==> config.mk <==
export PLATFORM = sky130hd
export DESIGN_NAME = mux_scan_sequencer
export DESIGN_NICKNAME = d
export VERILOG_FILES = /design/src/rtl/mux_scan_sequencer.sv
export SDC_FILE = /design/constraint.sdc
export NUM_CORES = 1
export LEC_CHECK = 0
export ABC_AREA = 1
export CAP_MARGIN = 20
export CELL_PAD_IN_SITES_DETAIL_PLACEMENT = 2
export CELL_PAD_IN_SITES_GLOBAL_PLACEMENT = 2
export CORE_UTILIZATION = 30
export DETAILED_ROUTE_END_ITERATION = 10
export PLACE_DENSITY_LB_ADDON = 0.1
export SYNTH_ARGS = -nofsm -noshare
export SYNTH_HDL_FRONTEND = slang
export SYNTH_SLANG_ARGS = --single-unit
==> constraint.sdc <==
create_clock -name clk -period 2.4 [get_ports clk]
set_input_delay 0.72 -clock clk [delete_from_list [all_inputs] [get_ports clk]]
set_output_delay 0.72 -clock clk [all_outputs]
set_load 0.05 [all_outputs]
==> src/rtl/mux_scan_sequencer.sv <==
// mux_scan_sequencer: steps a 16:1 mux select, waits a settle time per channel and captures every channel into a parallel word
module mux_scan_sequencer #(
   parameter int NUM_CH        = 16,
   parameter int SETTLE_CYCLES = 1
) (
   input  logic        clk,
   input  logic        reset,
   input  logic        start,
   input  logic        mux_out,
   output logic [3:0]  sel,
   output logic        busy,
   output logic        done,
   output logic        sample_valid,
   output logic [15:0] sample_data
);
   typedef enum logic [1:0] {IDLE, SETTLE, SAMPLE, DONE} state_t;
   localparam logic [3:0] LP_SETTLE = 4'(SETTLE_CYCLES);
   localparam logic [3:0] LP_LAST   = 4'(NUM_CH - 1);
   localparam state_t     LP_LOADED = (SETTLE_CYCLES == 0) ? SAMPLE : SETTLE;
   state_t      r_state, w_state_nx;
   logic [3:0]  r_cnt, w_cnt_nx, r_sel, w_sel_nx;
   logic [15:0] r_data, w_data_nx;
   logic        r_valid, w_valid_nx, r_busy, r_done;
   assign sel          = r_sel;
   assign busy         = r_busy;
   assign done         = r_done;
   assign sample_valid = r_valid;
   assign sample_data  = r_data;
   // state and output registers; busy/done are precomputed from the next state so they stay registered
   always_ff @(posedge clk) begin
      if (reset) begin
         r_state <= IDLE;
         r_cnt   <= '0;
         r_sel   <= '0;
         r_data  <= '0;
         r_valid <= 1'b0;
         r_busy  <= 1'b0;
         r_done  <= 1'b0;
      end else begin
         r_state <= w_state_nx;
         r_cnt   <= w_cnt_nx;
         r_sel   <= w_sel_nx;
         r_data  <= w_data_nx;
         r_valid <= w_valid_nx;
         r_busy  <= (w_state_nx == SETTLE) || (w_state_nx == SAMPLE);
         r_done  <= w_state_nx == DONE;
      end
   end
   // next-state logic: load on start, count down the settle time, capture one channel per SAMPLE
   always_comb begin
      w_state_nx = r_state;
      w_cnt_nx   = r_cnt;
      w_sel_nx   = r_sel;
      w_data_nx  = r_data;
      w_valid_nx = r_valid;
      case (r_state)
         IDLE: if (start) begin
            w_data_nx  = '0;
            w_valid_nx = 1'b0;
            w_sel_nx   = '0;
            w_cnt_nx   = LP_SETTLE;
            w_state_nx = LP_LOADED;
         end
         SETTLE: begin
            w_cnt_nx   = r_cnt - 4'd1;
            w_state_nx = (r_cnt <= 4'd1) ? SAMPLE : SETTLE;
         end
         SAMPLE: begin
            w_data_nx[r_sel] = mux_out;
            if (r_sel == LP_LAST) begin
               w_state_nx = DONE;
               w_valid_nx = 1'b1;
            end else begin
               w_sel_nx   = r_sel + 4'd1;
               w_cnt_nx   = LP_SETTLE;
               w_state_nx = LP_LOADED;
            end
         end
         DONE: begin
            w_state_nx = IDLE;
            w_sel_nx   = '0;
         end
      endcase
   end
endmodule

==> results of run 1 <==
[layout make-up]
| cell class | count | area [sq um] |
|---|---|---|
| Inverter | 19 | 71.3 |
| Clock inverter | 1 | 5.00 |
| Sequential cell | 29 | 581 |
| Tap cell | 52 | 65.1 |
| Multi-Input combinational cell | 143 | 716 |
| Fill cell | 537 | 2610 |
| Clock buffer | 7 | 96.3 |
| Timing Repair Buffer | 27 | 270 |
[sequential cells by signal, summed over array words and instances, names as in the netlist]
signal / flops
busy: 1
done: 1
r_cnt: 4
r_state: 2
sample_data: 16
sample_valid: 1
sel: 4
[worst max-delay path by stage]
| stage | from | end | slack (ns) | cells past startpoint |
|---|---|---|---|---|
| 4_1_cts | sel[2] | sel[2] | 0.04 | 1 |
| 2_1_floorplan | sel[1] | busy | 0.66 | 8 |
| 5_1_grt | sel[3] | sel[3] | 0.05 | 1 |
| 3_3_place_gp | sel[2] | sel[2] | 0.41 | 1 |
| 6_report | sel[3] | sel[3] | 0.11 | 1 |
| 3_5_place_dp | sel[2] | sel[2] | 0.37 | 1 |
[metal layers]
| metal | track usage, % | vias to the layer above | part of all wire, % |
|---|---|---|---|
| li1 | - | 690 | - |
| met1 | 18.5 | 668 | 40 |
| met2 | 39.2 | 16 | 56 |
| met3 | 4.33 | 9 | 2.2 |
| met4 | 8.00 | 0 | 1.9 |
| met5 | 0 | - | 0 |
[power by group through the flow]
stage	clock (mW)	sequential (mW)	combinational, mW
floorplan	0	0.592	0.162
global placement	0	0.545	0.282
detailed placement	0	0.549	0.299
CTS	0.475	0.538	0.301
global route	0.489	0.543	0.330
finish	0.455	0.538	0.293
[cell families after synthesis]
group,share of synthesized area (%)
compound gates,16.1
fa+ha+maj,6.28
simple gates,29.0
flops,41.7
buf+inv,7.00
[stage by stage]
| step | utilization (%) | total power [mW] |
|---|---|---|
| 5_1_grt | 40.9 | 1.36 |
| 6_report | 40.9 | 1.29 |
| 3_5_place_dp | 38.5 | 0.848 |
| 4_1_cts | 40.8 | 1.31 |
| 2_1_floorplan | - | 0.754 |
| 3_3_place_gp | 38.5 | 0.827 |
[synth_stat cells]
| master | n | area share, % |
|---|---|---|
| a21oi_1 | 24 | 8.6 |
| a21oi_2 | 1 | 0.63 |
| buf_4 | 2 | 1.1 |
| clkbuf_1 | 3 | 0.81 |
| dfxtp_1 | 29 | 42 |
| ha_1 | 7 | 6.3 |
| inv_1 | 16 | 4.3 |
| inv_2 | 3 | 0.81 |
| nand2_1 | 47 | 13 |
| nand2_2 | 3 | 1.3 |
| nand3_1 | 15 | 5.4 |
| nand3_2 | 2 | 1.4 |
| nor2_1 | 19 | 5.1 |
| nor2_2 | 2 | 0.90 |
| nor2_4 | 1 | 0.81 |
| o21ai_0 | 8 | 2.9 |
| o21ai_1 | 11 | 3.9 |
| or2_1 | 1 | 0.45 |
| or2_2 | 2 | 0.90 |
[what timing repair did]
| item | 4_1_cts | 5_1_grt |
|---|---|---|
| endpoints found under the hold margin | 0 | 0 |
| buffers inserted | 0 | 0 |
| gates resized for setup | 0 | 1 |
| endpoints found under the setup margin | 0 | 1 |
==> run metrics, run 1 <==
DRC Markers=0; fin worst setup slack=0.106 ns; largest net degree at the start of global routing=20; CP startpoint kind=flop; Worst Skew=0.00558 ns; syn nets=207; Die X=70.2 microns; WP buf/inv=1; Worst R2R Start=sel[1]; most common cell after layout, fill and taps aside=nand2_1; WHS Path Cells=2; GRT overflow=0; IO Count=27; input/output buffers=26; Max FO, Critical Path=6; gr usage total=19.5%; max incr delay on CP=0.84 ns; Hold Path End=sample_data[2]; first-pass GRT wire length=7370 microns; clock sink total=29; Worst-Margin Slew=0.521 ns; register area share after synthesis=41.7%; synthesized cell area=between 1000 and 1500 sq um; r2r setup slk=0.76 ns; Nets=236; via count=around 1.4k; critical path's slowest cell=clkdlybuf4s50_1; Final ANT Viol Nets=0; cts bufs inserted=5; Crit. End Element=output port; Clk pin slew, worst setup/hold paths=0.07 ns; commonest cells after routing, fill and taps aside=nand2_1, dfxtp_1, clkdlybuf4s50_1, a21oi_1, nor2_1; Detail Placement HPWL=roughly 3200 microns; setup_tns=0 ns; Post-CTS Hold Fix Bufs=0; clk root buf=clkbuf_8; layout cell share with drive strength beyond 1=10.2%; crit-path cells=clkdlybuf4s50_1; Final GP Congestion=0.772; antenna violations before repair=0; final setup fails=0; die area=4920 sq um; status=finished, final reports clean; Placed Cells=270; Psw=0.426 mW; Synthesis Warnings=0; synth unique cells=19; DRT Pass-1 Iters=3; CP Data Arrival Time=1.57 ns; CTS H-tree lvls=2; number of diodes=0; WL/cell=15.0 microns; Clock power frac=35.4%; sw frac=33.1%; TritonCTS clock tree=done; vias in the first global route=1621; r2r endpoint=busy; unrepaired setup endpoints after global routing=false; R2R cell count=8; Sequential Power Share=41.8%; total leakage power=just over 0.7 nW; WL final=4160 microns; register bit count reported by yosys=29; Comb pwr share=22.8%; Mean Syn Cell Area=7.11 sq um; PwrDens=between 700 and 800 nW/um^2; Non-Filler Instances=278; final instance area=1800 sq um; area post-placement=1700 sq um; row cnt=24; post-place setup slack=0.368 ns; worst slew margin relative to its limit=between 60 and 70%; fin crit share=a little over nine tenths; Pins Over Slew Limit=0; WS Path Type=flop to output port; 1st-iter DRT viols=34; Hold Startpoint=sample_data[2]; largest buffer count on any clock path=2; FMAX=around 0.44 GHz; Core Footprint=~4400 sq um; Max IR drop VDD=322 uV; Hold Violations, Final=0; Post-Synthesis Cells=196; Chip Height=70.2 microns; Crit path max-delay family=buffers and inverters; Data required, critical path=1.68 ns; Fin Hold WS=~0.47 ns; max-cap violations=0; Tmin final=approximately 2.3 ns; Internal=~0.86 mW; routed vias/inst=4.97; P&R area growth vs syn=29.4%; clock latency on the worst-skew pair=a little under 0.3 ns; Hold Crit Class=flop to flop; starting density of the core=31.6%
(Power assumes the default switching activity.)
==> run 2: changes to the inputs <==
--- a/config.mk
+++ b/config.mk
@@ -10,8 +10,10 @@
 export CELL_PAD_IN_SITES_DETAIL_PLACEMENT = 2
 export CELL_PAD_IN_SITES_GLOBAL_PLACEMENT = 2
 export CORE_UTILIZATION = 30
+export CTS_CLUSTER_SIZE = 25
 export DETAILED_ROUTE_END_ITERATION = 10
 export PLACE_DENSITY_LB_ADDON = 0.1
 export SYNTH_ARGS = -nofsm -noshare
 export SYNTH_HDL_FRONTEND = slang
 export SYNTH_SLANG_ARGS = --single-unit
+export TNS_END_PERCENT = 1
==> results of run 2 <==
The final DEF is identical to that of run 1; final timing and power are the same.
==> run 3: changes to the inputs <==
--- a/config.mk
+++ b/config.mk
@@ -9,7 +9,8 @@
 export CAP_MARGIN = 20
 export CELL_PAD_IN_SITES_DETAIL_PLACEMENT = 2
 export CELL_PAD_IN_SITES_GLOBAL_PLACEMENT = 2
-export CORE_UTILIZATION = 30
+export CORE_UTILIZATION = 31
+export CTS_BUF_LIST = sky130_fd_sc_hd__clkbuf_2
 export CTS_CLUSTER_SIZE = 25
 export DETAILED_ROUTE_END_ITERATION = 10
 export PLACE_DENSITY_LB_ADDON = 0.1
==> run metrics, run 3 (synthesis results as in run 1) <==
status=finished, final reports clean; vias in the first global route=1482 (-8.6%); max incr delay on CP=0.82 ns (-0.02 ns); Crit path max-delay family=buffers and inverters; WP buf/inv=1 (unchanged); Hold Crit Class=flop to flop; PwrDens=621 nW/um^2 (-13%); Hold Violations, Final=0 (unchanged); cts bufs inserted=5 (unchanged); layout cell share with drive strength beyond 1=10.2% (unchanged); post_cts resized=2 (+2); Die X=69.1 microns (-1.6%); FMAX=0.443 GHz (+1.6%); largest buffer count on any clock path=2 (unchanged); WL final=4010 microns (-3.6%); Worst-Margin Slew=0.570 ns (+0.0493 ns); CP Data Arrival Time=1.54 ns (-0.03 ns); final setup fails=0 (unchanged); setup_tns=0 ns (unchanged); gr usage total=18.5% (-0.98 points); starting density of the core=32.2% (+0.66 points); WL/cell=14.4 microns (-3.6%); Worst Skew=0.0164 ns (+0.0108 ns); Final Power=1.08 mW (-16%); first-pass GRT wire length=7010 microns (-4.9%); clock sink total=29 (unchanged); most common cell after layout, fill and taps aside=nand2_1; area post-placement=1700 sq um (unchanged); unrepaired setup endpoints after global routing=false; IO Count=27 (unchanged); Tmin final=2.26 ns (-0.0361 ns); 1st-iter DRT viols=33 (-2.9%); Max FO, Critical Path=2 (-4); max-cap violations=0 (unchanged); largest net degree at the start of global routing=20 (unchanged); antenna violations before repair=0 (unchanged); P&R area growth vs syn=25.0%; Nets=236 (unchanged); Placed Cells=270 (unchanged); Final ANT Viol Nets=0 (unchanged); routed vias/inst=4.95 (-0.43%); TritonCTS clock tree=done; input/output buffers=26 (unchanged); critical path's slowest cell=clkdlybuf4s50_1; Psw=0.398 mW (-6.7%); Post-CTS Repair Setup Buffers=0 (unchanged); DRT Pass-1 Iters=4 (+1); Comb pwr share=26.8% (+4.0 points); crit-path cells=clkdlybuf4s50_1; number of diodes=0 (unchanged); Max IR drop VDD=217 uV (-32%); WS Path Type=flop to output port; max reg flops=16 (unchanged); die area=4770 sq um (-3.1%); Detail Placement HPWL=3020 microns (-4.6%); Layout fillers=529 (-1.5%); Fin Hold WS=0.481 ns (+0.0153 ns); DRC Markers=0 (unchanged); Post-CTS Hold Fix Bufs=0 (unchanged); Data required, critical path=1.68 ns (about the same); sw frac=36.8% (+3.6 points); Crit. End Element=output port; Internal=0.685 mW (-20%); fin worst setup slack=0.142 ns (+0.0361 ns); Clk pin slew, worst setup/hold paths=0.15 ns (+0.08 ns); post-place setup slack=0.358 ns (-0.0102 ns); clock latency on the worst-skew pair=0.36 ns (+0.07 ns); clk root buf=clkbuf_2; Sequential Power Share=49.5% (+7.7 points); CTS H-tree lvls=2 (unchanged); commonest cells after routing, fill and taps aside=nand2_1, dfxtp_1, a21oi_1, clkdlybuf4s50_1, nor2_1; row cnt=24 (unchanged); GRT overflow=0 (unchanged); worst slew margin relative to its limit=61.9% (-3.3 points); final core utilization=40.3% (-0.57 points); Clock power frac=23.7% (-12 points); Chip Height=69.1 microns (-1.6%); Core Footprint=4320 sq um (-2.0%); fin crit share=94.1% (-1.5 points); via count=1377 (-0.43%); Pins Over Slew Limit=0 (unchanged); total leakage power=0.717 nW (+0.38%); Final GP Congestion=0.791 (+2.5%); CP startpoint kind=flop; Non-Filler Instances=278 (unchanged); final instance area=1740 sq um (-3.4%)
run 3: cell types whose count changed in the layout (fill, tap and decap cells not counted):
cell | previous run | this run
clkbuf_8 | 7 | 0
clkinv_2 | 1 | 0
clkbuf_2 | 0 | 8
dlymetal6s2s_1 | 1 | 2
dlygate4sd2_1 | 0 | 2
clkdlybuf4s50_1 | 25 | 22
run 3: worst register-to-register path, delay by kind of cell (launching register included):
kind	cells	cell delay (ns)
DFF	1	0.43
adders and majority gates	2	0.52
and+or+nand+nor	4	0.39
buffers and inverters	2	0.17
run 3: final cells by class:
cell class / count / area, sq um / area share [%]
Tap cell: 52 / 65.1 / 3.73
Timing Repair Buffer: 27 / 270 / 15.5
Inverter: 19 / 71.3 / 4.09
Multi-Input combinational cell: 143 / 716 / 41.1
Sequential cell: 29 / 581 / 33.3
Clock buffer: 8 / 40.0 / 2.30
run 3: path summary, 6_finish.rpt:
| kind | end | cells past startpoint | start | slack (ns) |
|---|---|---|---|---|
| max | sample_data[5] | 1 | sample_data[5] | 0.14 |
| min | sample_data[14] | 2 | sample_data[14] | 0.48 |
| max reg2reg | busy | 8 | sel[0] | 0.79 |
| min reg2reg | sample_data[14] | 2 | sample_data[14] | 0.48 |
run 3: layer usage:
layer / track usage [%] / vias up / wire length, microns
met5: 0 / - / 0
met4: 6.80 / 0 / 51
met3: 3.22 / 5 / 95
met2: 31.1 / 22 / 1900
met1: 23.6 / 660 / 1960
li1: - / 690 / -
run 3: power groups by stage:
stage	sequential (mW)	combinational, mW	clock, mW
5_1_grt	0.542	0.327	0.290
2_1_floorplan	0.592	0.162	0
3_5_place_dp	0.548	0.297	0
4_1_cts	0.538	0.297	0.268
3_3_place_gp	0.545	0.283	0
6_report	0.536	0.290	0.257
